===== config.mk =====
export PLATFORM = sky130hd
export DESIGN_NAME = pll_lock_supervisor
export DESIGN_NICKNAME = d
export VERILOG_FILES = /design/src/rtl/pll_lock_supervisor.sv
export SDC_FILE = /design/constraint.sdc
export NUM_CORES = 1
export LEC_CHECK = 0
export ABC_AREA = 1
export BUFFER_PORTS_ARGS = -buffer_cell sky130_fd_sc_hd__buf_2
export CORE_UTILIZATION = 60
export CTS_CLUSTER_DIAMETER = 80
export DETAILED_ROUTE_END_ITERATION = 12
export PLACE_DENSITY_LB_ADDON = 0.1
export SYNTH_ARGS = -nofsm -noshare
export SYNTH_HDL_FRONTEND = slang
export SYNTH_SLANG_ARGS = --single-unit

===== constraint.sdc =====
create_clock -name clock_in -period 4.85 [get_ports clock_in]
set_input_delay 0.2425 -clock clock_in [delete_from_list [all_inputs] [get_ports clock_in]]
set_output_delay 0.2425 -clock clock_in [all_outputs]
set_load 0.01 [all_outputs]

===== src/rtl/pll_lock_supervisor.sv =====
// pll_lock_supervisor: RESETB/BYPASS sequencer for an SB_PLL40-class PLL with lock filter, retry, fail and lock-loss count.
// Define PLL_BYPASS_FALLBACK_EN to turn FAIL into a degraded bypass-run state.
module pll_lock_supervisor #(
   parameter int RESET_CYCLES   = 16,
   parameter int LOCK_FILTER    = 256,
   parameter int TIMEOUT_CYCLES = 100000,
   parameter int RELEASE_CYCLES = 64,
   parameter int RETRY_MAX      = 4,
   parameter int CNT_W          = 8
) (
   input  logic             clock_in,
   input  logic             reset,
   input  logic             locked_in,
   input  logic             clear_count,
   output logic             pll_resetb,
   output logic             pll_bypass,
   output logic             reset_out,
   output logic             ready,
   output logic             fail,
   output logic [CNT_W-1:0] lock_loss_count
);
   localparam int RW = $clog2(RESET_CYCLES + 1);
   localparam int FW = $clog2(LOCK_FILTER + 1);
   localparam int TW = $clog2(TIMEOUT_CYCLES + 1);
   localparam int LW = $clog2(RELEASE_CYCLES + 1);
   localparam int YW = $clog2(RETRY_MAX + 1);
`ifdef PLL_BYPASS_FALLBACK_EN
   localparam bit FALLBACK = 1'b1;
`else
   localparam bit FALLBACK = 1'b0;
`endif

   typedef enum logic [2:0] {S_RESET_PLL, S_WAIT_LOCK, S_RELEASE, S_RUN, S_FAIL} state_t;

   state_t           state_q;
   logic             s1_q, sync_q;
   logic [RW-1:0]    rst_cnt_q;
   logic [FW-1:0]    flt_q, flt_d;
   logic [TW-1:0]    tmo_q;
   logic [LW-1:0]    rel_q;
   logic [YW-1:0]    retry_q, retry_d;
   logic [CNT_W-1:0] llc_q, llc_d;
   logic             pll_resetb_q, pll_bypass_q, reset_out_q, ready_q, fail_q;
   logic             lock_ok, timeout, loss, attempt_fail;

   always_comb begin
      flt_d        = sync_q ? flt_q + FW'(1) : '0;
      lock_ok      = flt_d == FW'(LOCK_FILTER);
      timeout      = tmo_q == TW'(TIMEOUT_CYCLES - 1);
      retry_d      = retry_q + YW'(1);
      loss         = state_q == S_RUN && !sync_q;
      // lock wins over a simultaneous timeout; a drop during RELEASE is a failed attempt, not a lock loss
      attempt_fail = (state_q == S_WAIT_LOCK && !lock_ok && timeout) || (state_q == S_RELEASE && !sync_q);
      llc_d        = (loss && clear_count) ? CNT_W'(1) :
                     clear_count ? '0 :
                     (loss && !(&llc_q)) ? llc_q + CNT_W'(1) : llc_q;
   end

   always_ff @(posedge clock_in) begin
      s1_q   <= locked_in;
      sync_q <= s1_q;
      if (reset) begin
         state_q      <= S_RESET_PLL;
         rst_cnt_q    <= '0;
         flt_q        <= '0;
         tmo_q        <= '0;
         rel_q        <= '0;
         retry_q      <= '0;
         llc_q        <= '0;
         pll_resetb_q <= 1'b0;
         pll_bypass_q <= 1'b0;
         reset_out_q  <= 1'b1;
         ready_q      <= 1'b0;
         fail_q       <= 1'b0;
      end else begin
         llc_q <= llc_d;
         if (attempt_fail) begin
            retry_q      <= retry_d;
            rst_cnt_q    <= '0;
            rel_q        <= '0;
            pll_resetb_q <= 1'b0;
            reset_out_q  <= 1'b1;
            ready_q      <= 1'b0;
            if (retry_d == YW'(RETRY_MAX)) begin
               state_q      <= S_FAIL;
               fail_q       <= 1'b1;
               pll_bypass_q <= FALLBACK;
            end else begin
               state_q <= S_RESET_PLL;
            end
         end else begin
            case (state_q)
               S_RESET_PLL: begin
                  flt_q <= '0;
                  tmo_q <= '0;
                  if (rst_cnt_q == RW'(RESET_CYCLES - 1)) begin
                     state_q      <= S_WAIT_LOCK;
                     pll_resetb_q <= 1'b1;
                  end else begin
                     rst_cnt_q <= rst_cnt_q + RW'(1);
                  end
               end
               S_WAIT_LOCK: begin
                  flt_q <= flt_d;
                  tmo_q <= tmo_q + TW'(1);
                  if (lock_ok) begin
                     state_q <= S_RELEASE;
                     rel_q   <= '0;
                  end
               end
               S_RELEASE: begin
                  if (rel_q == LW'(RELEASE_CYCLES - 1)) begin
                     state_q     <= S_RUN;
                     reset_out_q <= 1'b0;
                     ready_q     <= 1'b1;
                     retry_q     <= '0;
                  end else begin
                     rel_q <= rel_q + LW'(1);
                  end
               end
               S_RUN: begin
                  if (!sync_q) begin
                     state_q      <= S_RESET_PLL;
                     rst_cnt_q    <= '0;
                     pll_resetb_q <= 1'b0;
                     reset_out_q  <= 1'b1;
                     ready_q      <= 1'b0;
                  end
               end
               S_FAIL: begin
                  // degraded run: release downstream reset on the bypassed reference clock
                  if (FALLBACK && !ready_q) begin
                     if (rel_q == LW'(RELEASE_CYCLES - 1)) begin
                        reset_out_q <= 1'b0;
                        ready_q     <= 1'b1;
                     end else begin
                        rel_q <= rel_q + LW'(1);
                     end
                  end
               end
               default: state_q <= S_RESET_PLL;
            endcase
         end
      end
   end

   assign pll_resetb      = pll_resetb_q;
   assign pll_bypass      = pll_bypass_q;
   assign reset_out       = reset_out_q;
   assign ready           = ready_q;
   assign fail            = fail_q;
   assign lock_loss_count = llc_q;
endmodule


; Yosys cells after proc, flatten, opt, wreduce, memory -nomap -nowiden
; Index checks and enable logic that the tools add are counted.
[word_totals]
output_inout_bits = 13
ff_bits = 58
[op_classes]
n_mux = 30
n_addsub = 6
eq_ne = 20
reduce_logical = 29
bitwise_logic = 1
[ops]
columns = cell, count
row1 = $pmux W17 S2, 1
row2 = $mux W3, 9
row3 = $pmux W9 S2, 1
row4 = $add A17 B1 Y17 const B, 1
row5 = $eq A17 B17 Y1 const B, 1
row6 = $pmux W3 S5, 1
row7 = $mux W7, 2
row8 = $pmux W7 S2, 1
row9 = $ne A2 B2 Y1 const B, 6
row10 = $reduce_and A3 Y1, 4
row11 = $reduce_bool A2 Y1, 6
row12 = $mux W5, 2
row13 = $pmux W5 S2, 1
row14 = $add A9 B1 Y9 const B, 1
row15 = $eq A9 B9 Y1 const B, 1
row16 = $mux W9, 1
row17 = $ne A3 B3 Y1 const B, 3
row18 = $add A8 B1 Y8 const B, 1
row19 = $mux W1, 8
row20 = $reduce_and A8 Y1, 1
row21 = $add A7 B1 Y7 const B, 1
row22 = $eq A7 B6 Y1 const B, 1
row23 = $eq A3 B2 Y1 const B, 2
row24 = $eq A3 B3 Y1 const B, 2
row25 = 17 further kinds, 28

; Depth between registers and ports, before layout
[depth]
ltp_word = 9
ltp_mapped = 14
depth_no_buf = 14

; Worst setup path after synthesis
; OpenSTA, ideal clock, no wires.
[synth_path]
kind = reg-to-reg
from = register flt_q[0]
to = register flt_q[0]
path_slack_ns = 3.029
setup_ns = 0.128
path_stages_with_launch = 14
n_path_buf = 1
t_required_ns = 4.722
t_arrival_ns = 1.694
path_cell_list = dfxtp_1 > ha_1 > nand2_1 > inv_2 > nor2_1 > o21ai_0 > nand3_1 > nor2_1 > nand3_2 > nand3_4 > nand3_4 > buf_6 > o21ai_0 > nor2_1
[synth_via]
elab_chain_len = 9
elab_cells_between_ends = 10
cone_classes = add/sub (1) / eq/ne (1) / mux (2) / bitwise (1) / reduce/logical (5)
[synth_lines]
columns = element, line_no
row1 = "start, declared", 38  ; logic [FW-1:0] flt_q, flt_d;
row2 = "start signal, assigned", 104  ; flt_q <= flt_d;
row3 = $add A9 B1 Y9 (*), 47  ; flt_d = sync_q ? flt_q + FW'(1) : '0;
row4 = $mux W9 (*), 47
row5 = $eq A9 B9 Y1, 48  ; lock_ok = flt_d == FW'(LOCK_FILTER);
row6 = $logic_not A1 Y1, 53  ; attempt_fail = (state_q == S_WAIT_LOCK && !lock_ok && timeout) || (state_q == S_RELEASE && !sync_q);
row7 = $logic_and A1 B1 Y1 (2 in series), 53
row8 = $logic_or A1 B1 Y1, 53
row9 = $not A1 Y1 (no line), -
row10 = $reduce_and A2 Y1 (no line), -
; Every way passes the cells marked *; elsewhere a longest branch is shown, timed or not.
; A chain may end at the register's enable or synchronous reset.

; Worst setup path after layout
; Same ends and word-level chain as after synthesis.

==> results.json <==
{
  "die_area_sq_mm": 0.005696,
  "first_pass_iters": 5,
  "routabilityCongestion": 0.8838,
  "vias": 3030,
  "layout-drive-gt1-share_pct": 12.53,
  "area_growth_pct": 8.304,
  "rows": 26,
  "setup_viol": 0,
  "period_share_pct": 46.27,
  "crit_path_start_kind": "register",
  "drc": 0,
  "die_x_um": 75.48,
  "synth-seq-cells": 58,
  "crit_fanout": 31,
  "grt_pass1_vias": 2685,
  "cts_num_sinks": 58,
  "syn_nets": 481,
  "p_leak_nw": 1.352,
  "htree_levels": 3,
  "grt_usage_pct": 27.02,
  "core-area_sq_mm": 0.005140,
  "viasPerCell": 5.440,
  "io_pins": 17,
  "cts-resized-gates": 0,
  "cts_tree": "built",
  "critPathKind": "reg -> reg",
  "power.density_mw_per_mm2": 365.6,
  "grt-ovfl-total": 0,
  "outcome": "finished, final reports clean",
  "path_cells": "ha_1 -> nand2_1 -> inv_2 -> nor2_1 -> o21ai_0 -> nand3_1 -> nor2_1 -> nand3_2 -> nand3_4 -> nand3_4 -> o21ai_0 -> nor2_1",
  "yosys.cell_types.count": 39,
  "hold_violations": 0,
  "fin_cells": 557,
  "clock-root-buffer": "clkbuf_8",
  "finalNetCount": 494,
  "wl_mm": 6.829,
  "skew_ns": 0.01056,
  "cp_slowest_cell": "dfxtp_1",
  "hpwlAfterDp_mm": 4.907,
  "avgSynthCellArea_sq_um": 6.907,
  "drt_iter0_drc": 255,
  "tns_ns": 0,
  "rsz0062_at_grt": "false",
  "cp.arrival_ns": 2.45,
  "cp-end-kind": "register",
  "fmax_ghz": 0.4456,
  "syn_inst": 469,
  "postPlaceCellArea_sq_mm": 0.003313,
  "fin_area_sq_mm": 0.003508,
  "vdd_drop_max_uv": 266.2,
  "placed_cells": 540,
  "maxSlewHeadroom_pct": 34.57,
  "tightest_slew_ns": 0.9779,
  "start_util_pct": 63.02,
  "cp.buffers_inverters": 1,
  "critPathRequiredTime_ns": 5.05,
  "maxCapViolations": 0,
  "yosysWarnings": 0,
  "ant_nets": 0,
  "grt_pass1_wl_mm": 11.60,
  "cts_setup_buffers": 0,
  "critical-path-top-delay-family": "simple AND/OR/NAND/NOR gates",
  "clk_latency_ns": 0.34,
  "antenna_found_initial": 0,
  "numCtsBuffers": 9,
  "grt_max_degree": 35,
  "final_cell_mix": "nand2_1, nor2_1, dfxtp_1, nand3_1, inv_1",
  "holdCritPathClass": "in -> reg",
  "slew_violations": 0,
  "wl_per_cell_um": 12.26,
  "final_common_cell": "nand2_1",
  "num-fill-cells": 485,
  "ys_seq_area_share_pct": 35.84,
  "antenna_cells": 0,
  "synth_area_sq_mm": 0.003239,
  "min_period_ns": 2.244,
  "clockBufferDepth": 2,
  "critPathMaxStageDelay_ns": 0.42,
  "crit_top_cell": "nor2_1",
  "clk_pin_slew_ns": 0.07,
  "die_y_um": 75.48,
  "port_buffers": 15
}
[cells in the mapped netlist (all sizes together)]
| library cell | number | area, sq um |
|---|---|---|
| o21a | 1 | 7.510 |
| inv | 51 | 191.4 |
| nand3b | 2 | 15.01 |
| a31oi | 1 | 6.260 |
| conb | 1 | 3.750 |
| nor4 | 2 | 27.53 |
| nand4 | 14 | 87.58 |
| nand3 | 54 | 300.3 |
| xnor2 | 2 | 17.52 |
| clkinv | 1 | 3.750 |
| a21oi | 46 | 260.3 |
| dfxtp | 58 | 1161 |
| buf | 8 | 70.06 |
| o21bai | 1 | 7.510 |
| nand2 | 103 | 401.6 |
| nor3b | 2 | 15.01 |
| clkbuf | 7 | 26.28 |
| or2 | 5 | 31.28 |
| o211ai | 1 | 7.510 |
| nor3 | 9 | 45.04 |
| a2bb2oi | 1 | 8.760 |
| xor2 | 9 | 78.83 |
| ha | 8 | 100.1 |
| and3 | 1 | 6.260 |
| nor2 | 64 | 272.8 |
| o21ai | 16 | 80.08 |
| o22ai | 1 | 6.260 |
[metal layers]
| layer | global-route usage, % | wire length, um |
|---|---|---|
| met5 | 0 | 0 |
| met4 | 9.671 | 103 |
| met3 | 6.217 | 283 |
| met2 | 44.05 | 3175 |
| met1 | 35.17 | 3267 |
[through the flow]
| step | util (%) | hold slack [ns] | worst slack [ns] | total power, mW |
|---|---|---|---|---|
| 2_1_floorplan | - | 0.2702 | 3.029 | 0.8193 |
| 3_3_place_gp | 64.46 | 0.3122 | 2.696 | 0.8573 |
| 3_5_place_dp | 64.46 | 0.3138 | 2.632 | 0.8670 |
| 4_1_cts | 68.26 | 0.1834 | 2.602 | 1.291 |
| 5_1_grt | 68.26 | 0.2521 | 2.268 | 1.362 |
| 6_report | 68.26 | 0.1939 | 2.606 | 1.283 |
[registers in the layout, indices dropped and copies added (netlist names)]
signal	flops
fail	1
tmo_q	17
pll_resetb	1
flt_q	9
ready	1
rel_q	7
s1_q	1
retry_q	3
lock_loss_count	8
sync_q	1
reset_out	1
state_q	3
rst_cnt_q	5
[worst reg2reg max path: stages, from the launching register on]
cell	delay, ns
dfxtp_1	0.42
ha_1	0.22
nand2_1	0.07
inv_2	0.09
nor2_1	0.04
o21ai_0	0.10
nand3_1	0.11
nor2_1	0.13
nand3_2	0.11
nand3_4	0.14
nand3_4	0.31
o21ai_0	0.30
nor2_1	0.05
[final cells by class]
class                      instances  area, sq um  area share, %
timing repair buffer              17        92.59          2.639
tap                               70        87.58          2.496
clock buffer                      10        127.6          3.638
clock inverter                     6        57.56          1.641
sequential                        58         1161          33.10
multi-input combinational        344         1787          50.93
inverter                          52        195.2          5.563
[worst paths after layout]
path	cells past startpoint	from	slack (ns)	end
setup reg to reg	12	flt_q[0]	2.61	flt_q[0]
hold reg to reg	0	s1_q	0.33	sync_q
setup / recovery	12	flt_q[0]	2.61	flt_q[0]
hold / removal	4	clear_count	0.19	lock_loss_count[0]
[kinds of logic after synthesis]
| group | synth area share [%] |
|---|---|
| simple gates | 37.12 |
| other cells | 0.1158 |
| flops | 35.84 |
| fa+ha+maj | 3.090 |
| xor+xnor | 2.974 |
| compound gates | 11.86 |
| buf+inv | 8.999 |
[repair_timing]
action / CTS / global route
endpoints found under the setup margin: 0 / 0
hold buffers: 1 / 0
endpoints found under the hold margin: 1 / 0
[report_power, final]
part | total (mW) | switching, mW | internal [mW]
Sequential | 0.557 | 0.0412 | 0.515
Clock | 0.423 | 0.190 | 0.233
Combinational | 0.303 | 0.216 | 0.0868
(Power assumes the default switching activity.)
